File: src/rtl/div3_serial_ctrl.sv
// div3_serial_ctrl: bit-serial divide-by-3 sequencer, MSB-first; DIV3_CHAIN_EN adds rem_in seeding and rem_in_err
module div3_serial_ctrl #(
  parameter int WIDTH = 8
) (
  input  logic             clk,
  input  logic             rst_n,
  input  logic             flush,
  input  logic             in_valid,
  output logic             in_ready,
  input  logic [WIDTH-1:0] dividend,
`ifdef DIV3_CHAIN_EN
  input  logic [1:0]       rem_in,
  output logic             rem_in_err,
`endif
  output logic             out_valid,
  input  logic             out_ready,
  output logic [WIDTH-1:0] quotient,
  output logic [1:0]       remainder,
  output logic             busy
);
  localparam int CW = $clog2(WIDTH) + 1;
  typedef enum logic [1:0] {IDLE, RUN, DONE} state_t;
  state_t r_state, w_next;
  logic [WIDTH-1:0] r_op, r_q;
  logic [1:0] r_rem, w_seed, w_rem;
  logic [CW-1:0] r_cnt;
  logic [2:0] w_t, w_tm;
  logic w_qbit, w_acc, w_last;
  assign w_t = {r_rem, r_op[WIDTH-1]};
  assign w_tm = w_t - 3'd3;
  assign w_qbit = w_t >= 3'd3;
  assign w_rem = w_qbit ? w_tm[1:0] : w_t[1:0];
  assign w_last = r_cnt == CW'(WIDTH - 1);
  assign w_acc = in_valid & in_ready & ~flush;
  assign quotient = r_q;
  assign remainder = r_rem;
`ifdef DIV3_CHAIN_EN
  assign w_seed = (rem_in == 2'b11) ? 2'b00 : rem_in;
`else
  assign w_seed = 2'b00;
`endif
  // next-state and handshake outputs; flush overrides every transition
  always_comb begin
    w_next = r_state;
    in_ready = r_state == IDLE;
    out_valid = r_state == DONE;
    busy = r_state == RUN;
    if (flush) w_next = IDLE;
    else if (r_state == IDLE && in_valid) w_next = RUN;
    else if (r_state == RUN && w_last) w_next = DONE;
    else if (r_state == DONE && out_ready) w_next = IDLE;
  end
  // state register
  always_ff @(posedge clk or negedge rst_n)
    if (!rst_n) r_state <= IDLE;
    else r_state <= w_next;
  // operand load, one recurrence step per RUN cycle; results hold until the next load
  always_ff @(posedge clk or negedge rst_n)
    if (!rst_n) begin
      r_op <= '0;
      r_q <= '0;
      r_rem <= 2'b00;
      r_cnt <= '0;
    end else if (flush) begin
      r_cnt <= '0;
    end else if (w_acc) begin
      r_op <= dividend;
      r_rem <= w_seed;
      r_cnt <= '0;
    end else if (r_state == RUN) begin
      r_op <= r_op << 1;
      r_q <= {r_q[WIDTH-2:0], w_qbit};
      r_rem <= w_rem;
      r_cnt <= r_cnt + 1'b1;
    end
`ifdef DIV3_CHAIN_EN
  // sticky flag for an illegal 11 seed presented at accept
  always_ff @(posedge clk or negedge rst_n)
    if (!rst_n) rem_in_err <= 1'b0;
    else if (flush) rem_in_err <= 1'b0;
    else if (w_acc && rem_in == 2'b11) rem_in_err <= 1'b1;
`endif
endmodule

File: config.mk
export PLATFORM = sky130hd
export DESIGN_NAME = div3_serial_ctrl
export DESIGN_NICKNAME = d
export VERILOG_FILES = /design/src/rtl/div3_serial_ctrl.sv
export SDC_FILE = /design/constraint.sdc
export NUM_CORES = 1
export LEC_CHECK = 0
export CORE_UTILIZATION = 47
export DETAILED_ROUTE_END_ITERATION = 8
export MAX_ROUTING_LAYER = met4
export PLACE_DENSITY = 0.75
export SYNTH_ARGS = -nofsm -noshare
export SYNTH_HDL_FRONTEND = slang
export SYNTH_SLANG_ARGS = --single-unit
export TNS_END_PERCENT = 10
File: constraint.sdc
create_clock -name clk -period 3.23 [get_ports clk]
set_input_delay 0.4845 -clock clk [delete_from_list [all_inputs] [get_ports clk]]
set_output_delay 0.4845 -clock clk [all_outputs]
set_load 0.005 [all_outputs]
==> run summary <==
Comb power frac: 0.319
Internal: 0.5866 mW
Post-CTS setup buffers: 0
Chip height: 52.58 um
Final critical-path share of the clock period: 0.7435
First-pass iteration count of the detailed router: 4
VDD IR max: 0.4170 mV
Hold-fix buffers, CTS: 0
Core ar.: 2318 um^2
Sw Share: 0.2929
Initial antenna violation count: 0
Post-synthesis cell type count: 30
Number of synthesized register bits: 24
Final setup viols: 0
Root buf cell: clkbuf_4
Via count: 976
Seq/Total Area, Yosys: 0.4995
Status: finished, final reports clean
Total CTS buffers: 3
P&R area growth vs syn: 22.79%
Psw: 0.2430 mW
Initial Utilization: 0.5186
Cell Area, Synth: 1202 um^2
Synth warn: 0
Die ar.: 2765 um^2
Iteration-0 DRC Markers: 13
Routed vias/inst: 5.844
Max Buffers Root-to-Sink: 2
Vias in the first global route: 922
Critical path class: reg2out
CP required: 2.75 ns
Non-Filler Instances: 167
Crit path DAT: 1.92 ns
Routed WL per cell: 14.34 um
Pwr/cell area: 561.9 nW/um^2
Clk_lat worst skew: 0.31 ns
Sink Count: 24
Final hold violation count: 0
Number of placed I/O pins: 26
RSZ-0062 raised after global routing: no
Largest net degree at the start of global routing: 25
Htree depth: 1
GR Overflow Total: 0
Mean area per synthesized cell: 10.37 um^2
Share of layout cells above drive strength 1: 0.1007
Final Slew Violations: 0
GP Congestion: 0.7365
Mapped Cells: 116
Fin crit period: 2.401 ns
Sequential share of power: 0.526
CTS clk-pin slew, worst paths: 0.12 ns
Antenna-violating nets left: 0
Critical Path Sink Type: output port
Final routed DRC violation total: 0
# rows: 17
Final total power: 0.8295 mW
Highest-count cells in the layout ignoring fill and taps: clkdlybuf4s50_1, dfrtp_1, o22ai_1
Worst Path Max Fanout: 17
Syn_nets: 131
F_max: 416.4 MHz
Reported leakage power: 0.6146 nW
Die Width: 52.58 um
Hold WC Path Type: in2async
Leading cell type in the layout, fill and taps excluded: clkdlybuf4s50_1
Setup Skew: 0.006587 ns
TritonCTS clock tree: yes
Rel. slew slack: 0.6143
Cells after DPL: 164
Hpwl dp: 1685 um
Setup TNS: 0 ns
Post-CTS Resized: 0
Clock network power share: 0.155
Number of port buffers: 25
# nets final: 156
GRT Overall Usage: 0.2128
Measured slew at the worst slew-check pin: 0.5767 ns
First-pass GRT wire length: 4084 um
Type of origin of the critical path: flip-flop
Max-Cap Viols: 0
Routed WL: 2394 um
Ant. Diodes: 0
worst paths after layout:
| path | startpoint | endpoint | slack, ns | cells after the start |
|---|---|---|---|---|
| worst max-delay path | r_state[0]$_DFFE_PN0P_ | busy | 0.83 | 2 |
| worst min-delay path | rst_n | r_op[5]$_DFFE_PN0P_ | 0.51 | 2 |
| worst max register to register | r_state[0]$_DFFE_PN0P_ | quotient[7]$_DFFE_PN0P_ | 1.39 | 2 |
| worst min register to register | r_op[0]$_DFFE_PN0P_ | r_op[0]$_DFFE_PN0P_ | 0.53 | 2 |
| max in group asynchronous | rst_n | quotient[2]$_DFFE_PN0P_ | 2.48 | 2 |
| min in group clk | r_op[0]$_DFFE_PN0P_ | r_op[0]$_DFFE_PN0P_ | 0.53 | 2 |
registers in the layout (all words and copies together) (netlist names):
register	cells
quotient	8
remainder	2
r_state	2
r_op	8
r_cnt	4
logic make-up (layout without fill, tap and decap cells):
group,after synthesis,in the layout,share of synthesized area
AOI/OAI and AO/OA,37,37,0.1946
buffers and inverters,12,35,0.05619
DFF,24,24,0.4995
adders and majority gates,2,2,0.02081
and+or+nand+nor,33,33,0.1519
muxes,8,8,0.07700
layer usage:
metal / GRT usage / part of all wire / up-vias
met4: 0.07456 / 0.011 / 0
met2: 0.3439 / 0.51 / 19
met3: 0.06087 / 0.037 / 5
li1: - / - / 473
met5: - / 0 / -
met1: 0.2532 / 0.44 / 479
worst max-delay path, stage by stage, from the launching register on:
cell and delay [ns]:
dfrtp_1 0.69, nor2b_1 0.35, clkdlybuf4s50_1 0.57
power by group through the flow:
stage                     registers, mW  logic [mW]  clock network [mW]
after floorplan                   0.431       0.136                   0
after global placement            0.439       0.258                   0
after detailed placement          0.443       0.267                   0
after CTS                         0.435       0.268               0.137
after global routing              0.448       0.293               0.146
final                             0.437       0.264               0.129
synth_stat cells, drive strengths merged:
| master | n | area share |
|---|---|---|
| o21bai | 1 | 0.0062 |
| a31oi | 3 | 0.016 |
| inv | 5 | 0.016 |
| clkbuf | 4 | 0.012 |
| mux2i | 1 | 0.0083 |
| nand2b | 6 | 0.031 |
| nor2 | 8 | 0.025 |
| nor3b | 1 | 0.0062 |
| nand3 | 2 | 0.0083 |
| a32o | 2 | 0.017 |
| o2bb2ai | 1 | 0.0073 |
| buf | 3 | 0.028 |
| nor2b | 5 | 0.026 |
| o22ai | 12 | 0.062 |
| or4b | 1 | 0.0083 |
| a211oi | 2 | 0.012 |
| a21oi | 8 | 0.033 |
| ha | 2 | 0.021 |
| or3b | 1 | 0.0073 |
| nand4b | 1 | 0.0073 |
| o21ai | 5 | 0.021 |
| a22oi | 2 | 0.012 |
| o32ai | 1 | 0.0073 |
| dfrtp | 24 | 0.50 |
| nor3 | 2 | 0.0083 |
| mux2 | 7 | 0.069 |
| nand3b | 1 | 0.0062 |
| nand2 | 4 | 0.012 |
| or2 | 1 | 0.0052 |
metrics by stage:
stage          hold WS (ns)  setup slack, ns  area [um^2]  utilization
6_report             0.5121           0.8286         1476       0.6368
5_1_grt              0.5270           0.7284         1476       0.6368
4_1_cts              0.5161           0.8128         1476       0.6368
3_5_place_dp         0.5009           0.9973         1454       0.6271
3_3_place_gp         0.4948            1.016         1454       0.6271
2_1_floorplan        0.1889            1.587         1202            -
area by class of cell:
class / instances / area [um^2]
Sequential cell: 24 / 600.6
Timing Repair Buffer: 27 / 265.3
Inverter: 5 / 18.77
Multi-Input combinational cell: 80 / 534.3
Fill cell: 197 / 842.1
Tap cell: 28 / 35.03
Clock buffer: 3 / 22.52
Note: power is estimated with default switching activity, not from simulation.
